===== config.mk =====
export PLATFORM = sky130hd
export DESIGN_NAME = m8x8_drain
export DESIGN_NICKNAME = d
export VERILOG_FILES = /design/src/rtl/m8x8_drain.sv
export SDC_FILE = /design/constraint.sdc
export NUM_CORES = 2
export LEC_CHECK = 0
export CAP_MARGIN = 15
export CORE_UTILIZATION = 30
export CTS_BUF_LIST = sky130_fd_sc_hd__clkbuf_4
export DETAILED_ROUTE_END_ITERATION = 8
export GPL_ROUTABILITY_DRIVEN = 0
export SETUP_SLACK_MARGIN = 0.05
export SYNTH_ARGS = -nofsm -noshare
export SYNTH_HDL_FRONTEND = slang
export SYNTH_MEMORY_MAX_BITS = 65536
export SYNTH_SLANG_ARGS = --single-unit

===== constraint.sdc =====
create_clock -name clk -period 4.3 [get_ports clk]
set_input_delay 0.86 -clock clk [delete_from_list [all_inputs] [get_ports clk]]
set_output_delay 0.86 -clock clk [all_outputs]
set_load 0.005 [all_outputs]

===== src/rtl/m8x8_drain.sv =====
// -----------------------------------------------------------------------------
// m8x8_drain -- capture side of an 8x8 systolic array output drain.
//
// Each array row emits a clear pulse followed by eight serial elements (plus
// one relu-derivative bit per element). Every row has its own capture FSM, so
// rows may be skewed in time. Completed tiles land in one of two banks; a full
// bank is then drained to the downstream side one tile row per beat with a
// valid/ready handshake.
//
// Ports
//   clk       single clock, rising edge
//   reset     asynchronous active-high reset
//   enable    capture-side advance (array global enable)
//   clear_in  per-row clear pulses, bit r = row r
//   z_in      per-row element stream, row r at [r*DW +: DW]
//   b_in      per-row derivative bit accompanying z_in
//   m_ready   downstream accepts the current beat
//   m_valid   a tile row is presented
//   m_data    tile row, column c at [c*DW +: DW]
//   m_bmask   derivative bits of the row, bit c = column c
//   m_row     row index of the beat
//   m_last    high on row 7
//   ovf       sticky: a tile row was dropped (target bank full)
//   err       sticky: clear pulse arrived mid-row
//   busy      any row capture in progress or any bank full
// -----------------------------------------------------------------------------
module m8x8_drain #(
   parameter int DW = 32
) (
   input  logic            clk,
   input  logic            reset,
   input  logic            enable,
   input  logic [7:0]      clear_in,
   input  logic [8*DW-1:0] z_in,
   input  logic [7:0]      b_in,
   input  logic            m_ready,
   output logic            m_valid,
   output logic [8*DW-1:0] m_data,
   output logic [7:0]      m_bmask,
   output logic [2:0]      m_row,
   output logic            m_last,
   output logic            ovf,
   output logic            err,
   output logic            busy
);

   localparam logic [1:0] ST_IDLE = 2'd0;
   localparam logic [1:0] ST_CAPT = 2'd1;
   localparam logic [1:0] ST_SKIP = 2'd2;

   logic [1:0]    state   [8];
   logic [1:0]    state_n [8];
   logic [2:0]    cnt     [8];
   logic [2:0]    cnt_n   [8];
   logic [7:0]    wsel;
   logic [7:0]    wsel_n;
   logic [7:0]    wr_en;
   logic [7:0]    written   [2];
   logic [7:0]    written_n [2];
   logic [7:0]    set_w     [2];
   logic [1:0]    full;
   logic [1:0]    full_set;
   logic [1:0]    freed;
   logic [1:0]    eff_full;
   logic          rsel;
   logic [2:0]    rrow;
   logic          ovf_set;
   logic          err_set;
   logic          tgt;
   logic [DW-1:0] mem_z [2][8][8];   // [bank][row][column]
   logic [7:0]    mem_b [2][8];      // [bank][row], bit = column

   // Row capture next-state, bank write-tracking and full detection.
   always_comb begin
      // A bank released by the reader this cycle is already available to a
      // row starting in the same cycle.
      freed = 2'b00;
      if (full[rsel] && m_ready && (rrow == 3'd7)) begin
         freed[rsel] = 1'b1;
      end else begin
         freed = 2'b00;
      end
      eff_full = full & ~freed;
      ovf_set  = 1'b0;
      err_set  = 1'b0;
      wr_en    = 8'h00;
      set_w[0] = 8'h00;
      set_w[1] = 8'h00;
      wsel_n   = wsel;
      tgt      = 1'b0;
      for (int r = 0; r < 8; r++) begin
         state_n[r] = state[r];
         cnt_n[r]   = cnt[r];
         if (enable) begin
            case (state[r])
               ST_IDLE: begin
                  if (clear_in[r]) begin
                     cnt_n[r] = 3'd0;
                     if (eff_full[wsel[r]]) begin
                        state_n[r] = ST_SKIP;
                        ovf_set    = 1'b1;
                     end else begin
                        state_n[r] = ST_CAPT;
                     end
                  end else begin
                     state_n[r] = ST_IDLE;
                  end
               end
               ST_CAPT, ST_SKIP: begin
                  cnt_n[r] = cnt[r] + 3'd1;
                  if (state[r] == ST_CAPT) begin
                     wr_en[r] = 1'b1;
                  end else begin
                     wr_en[r] = 1'b0;
                  end
                  if (cnt[r] == 3'd7) begin
                     // A skipped row never claimed its bank, so it keeps it.
                     if (state[r] == ST_CAPT) begin
                        set_w[wsel[r]][r] = 1'b1;
                        tgt               = ~wsel[r];
                     end else begin
                        tgt = wsel[r];
                     end
                     wsel_n[r] = tgt;
                     if (clear_in[r]) begin
                        cnt_n[r] = 3'd0;
                        if (eff_full[tgt]) begin
                           state_n[r] = ST_SKIP;
                           ovf_set    = 1'b1;
                        end else begin
                           state_n[r] = ST_CAPT;
                        end
                     end else begin
                        state_n[r] = ST_IDLE;
                     end
                  end else begin
                     if (clear_in[r]) begin
                        err_set = 1'b1;
                     end else begin
                        err_set = err_set;
                     end
                  end
               end
               default: begin
                  state_n[r] = ST_IDLE;
                  cnt_n[r]   = 3'd0;
               end
            endcase
         end else begin
            state_n[r] = state[r];
         end
      end
      // The last row slot written turns the bank full at the same edge, so
      // m_valid follows the final element write by one cycle.
      for (int b = 0; b < 2; b++) begin
         written_n[b] = written[b] | set_w[b];
         if (&written_n[b]) begin
            full_set[b]  = 1'b1;
            written_n[b] = 8'h00;
         end else begin
            full_set[b]  = 1'b0;
         end
      end
   end

   // Capture FSM state, bank flags and sticky error flags.
   always_ff @(posedge clk or posedge reset) begin
      if (reset) begin
         for (int r = 0; r < 8; r++) begin
            state[r] <= ST_IDLE;
            cnt[r]   <= 3'd0;
         end
         wsel       <= 8'h00;
         written[0] <= 8'h00;
         written[1] <= 8'h00;
         full       <= 2'b00;
         ovf        <= 1'b0;
         err        <= 1'b0;
      end else begin
         for (int r = 0; r < 8; r++) begin
            state[r] <= state_n[r];
            cnt[r]   <= cnt_n[r];
         end
         wsel       <= wsel_n;
         written[0] <= written_n[0];
         written[1] <= written_n[1];
         full       <= (full & ~freed) | full_set;
         ovf        <= ovf | ovf_set;
         err        <= err | err_set;
      end
   end

   // Reader bank pointer and row counter; advances on every accepted beat.
   always_ff @(posedge clk or posedge reset) begin
      if (reset) begin
         rsel <= 1'b0;
         rrow <= 3'd0;
      end else if (m_valid && m_ready) begin
         if (rrow == 3'd7) begin
            rsel <= ~rsel;
            rrow <= 3'd0;
         end else begin
            rrow <= rrow + 3'd1;
         end
      end else begin
         rrow <= rrow;
      end
   end

   // Bank storage; contents are intentionally not reset.
   always_ff @(posedge clk) begin
      for (int r = 0; r < 8; r++) begin
         if (wr_en[r]) begin
            mem_z[wsel[r]][r][cnt[r]] <= z_in[r*DW +: DW];
            mem_b[wsel[r]][r][cnt[r]] <= b_in[r];
         end
      end
   end

   // Output view of the current reader row and status.
   always_comb begin
      m_valid = full[rsel];
      m_row   = rrow;
      m_last  = (rrow == 3'd7);
      m_bmask = mem_b[rsel][rrow];
      m_data  = '0;
      for (int c = 0; c < 8; c++) begin
         m_data[c*DW +: DW] = mem_z[rsel][rrow][c];
      end
      busy = (|full);
      for (int r = 0; r < 8; r++) begin
         if (state[r] != ST_IDLE) begin
            busy = 1'b1;
         end else begin
            busy = busy;
         end
      end
   end

endmodule


==> results.tsv <==
metric	value	unit
Crit Path Max Fanout	81	
clock skew	0.178	ns
Mapped Area	164000	sq um
Final HPWL DP	424	mm
first-pass GRT wire length	893	mm
Yosys top cell by area	edfxtp_1	
overall routed net length	699	mm
initial antenna violation count	163	
# DRC	0	
Pwr Density	418	nW/um^2
Syn-to-layout area delta	25.4	%
worst slack, placed	-0.0306	ns
EDFF count, synth	4224	
Final Setup Violations	269	
drt first pass iters	6	
critical path endpoint category	output port	
most common cell after layout, fill and taps aside	edfxtp_1	
grt ovf	0	
H-tree Lvls	7	
Buffers on Ports	547	
RSZ-0062 raised after global routing	true	
Final nets	9348	
Cell Rows	271	
worst hold slack	0.151	ns
max_cap viols	0	
failing checks	setup timing	
CTS Buffer Depth	5	
Min Clock Period, post-route	5.20	ns
CTS tree	yes	
post-synth top area share	77.4	%
final instance area	205000	sq um
ys async rst share	1.68	%
Die H	741	microns
CP Data Required Time	3.44	ns
most frequent cells in the layout	edfxtp_1, clkbuf_4, mux4_2	
routed length per instance	41.2	microns
initial core utilization	30.1	%
Root Driver	clkbuf_4	
slew of the pin with the lowest slew margin	1.28	ns
VDD IR-drop max	0.000299	V
final critical-path setup slack	-0.899	ns
Seq cells post-synth	4296	
DR iter-0 viols	17000	
antenna viol nets, final	0	
clk sinks	4296	
Chip Width	741	microns
worst min path class	in -> reg	
fin crit share	121	%
die area	549000	sq um
CTS buffer count	1132	
critical path class	reg -> out	
Ports	548	
syn nets	7047	
Netlist cell types	49	
synth top area cells	edfxtp_1, mux4_2, dfrtp_1	
vias in the first global route	94100	
Hold Fails Final Rpt	0	
Yosys warning count	0	
via count	96500	
Seq/Total Area, Yosys	78.5	%
post-DR vias/cell	5.68	
CP Data Arrival Time	4.34	ns
max frequency	192	MHz
Placed Area	185000	sq um
Syn Area/Cell	24.4	sq um
leakage	64.6	nW
GRT Overall Usage	24.9	%
CORE AREA	544000	sq um
status	finished, violations left	
Startpoint Class	register	
fraction of layout cells with a size suffix above 1	44.8	%
Synth Instances	6705	
ys flop type	edfxtp_1	
Final Max Tran Viols	0	
Worst-Skew Late Latency	1.73	ns
Slew HR	14.6	%
largest net degree at the start of global routing	82	
Util after Layout	37.8	%
CTS clock-pin slew for the worst setup and hold paths	0.07	ns
[flip-flops by register name, summed over array words and instances, names as in the netlist]
name,cells
mem_z,4096
mem_b,128
cnt,24
state,16
written,16
wsel,8
m_row,3
full,2
err,1
ovf,1
rsel,1
[cell type report]
type / instances / area (sq um)
antenna: 90 / 225
clock buffer: 1535 / 11500
clock inverter: 254 / 1290
fill: 48800 / 339000
inverter: 47 / 178
multi-input combinational: 2026 / 35600
sequential: 4296 / 129000
tap: 7234 / 9050
timing repair buffer: 1503 / 18900
[critical path, cell delays in order (launching register included)]
cell	delay [ns]
dfrtp_4	0.56
buf_4	0.19
buf_12	0.38
mux4_2	0.45
mux2i_4	0.22
a21oi_1	0.11
buf_4	0.19
clkdlybuf4s50_1	0.45
[worst paths after layout]
path	startpoint	endpoint	slack (ns)	cells after the start
worst min-delay path	enable	state[1]	0.15	5
max in group asynchronous	reset	state[12]	3.19	4
min in group asynchronous	reset	state[11]	0.33	3
worst max register to register	m_row[2]	ovf	0.78	8
worst min register to register	written[14]	written[14]	0.51	2
worst max-delay path	m_row[0]	m_data[109]	-0.90	7
[Yosys cell counts (all sizes together) (13+ instances only)]
library cell,count
mux4,1270
mux2i,59
clkbuf,146
nand4b,13
nor2,146
buf,190
a21oi,85
a22o,17
edfxtp,4224
a211oi,60
ha,66
nand4,16
nor2b,50
nor3,43
dfrtp,72
nand2,64
nand2b,17
inv,47
o21ai,20
[timing repair]
item | 4_1_cts | 5_1_grt
endpoints found under the hold margin | 85 | 0
hold buffers | 14 | 0
cloned | 45 | 32
endpoints found under the setup margin | 270 | 270
buffers inserted | 168 | 208
gates resized for setup | 845 | 638
pin swaps | 24 | 39
[cell families after synthesis]
family | count (synthesis) | share of synthesized area [%]
compound gates | 234 | 0.927
simple gates | 386 | 1.15
xor+xnor | 2 | 0.0107
fa+ha+maj | 66 | 0.504
mux | 1338 | 17.9
buf+inv | 383 | 1.03
flops | 4296 | 78.5
[power by group]
part / switching [mW] / internal [mW]
logic: 3.66 / 1.14
registers: 0.441 / 47.2
clock network: 16.5 / 17.0
[per-layer routing]
metal	vias up	track usage (%)	share of wire, %
li1	34400	-	-
met1	51200	29.9	33
met2	9047	38.4	46
met3	1808	8.39	14
met4	76	16.0	7.2
met5	-	0	0.071
[metrics by stage]
step,cells,setup TNS (ns),power [mW]
6_report,17000,-191.93,85.9
5_1_grt,16900,-233.31,88.4
4_1_cts,16700,-278.85,85.9
3_5_place_dp,14700,-0.0306,53.0
3_3_place_gp,14700,-0.0482,52.8
2_1_floorplan,6705,0,49.5
Note: power is estimated with default switching activity, not from simulation.
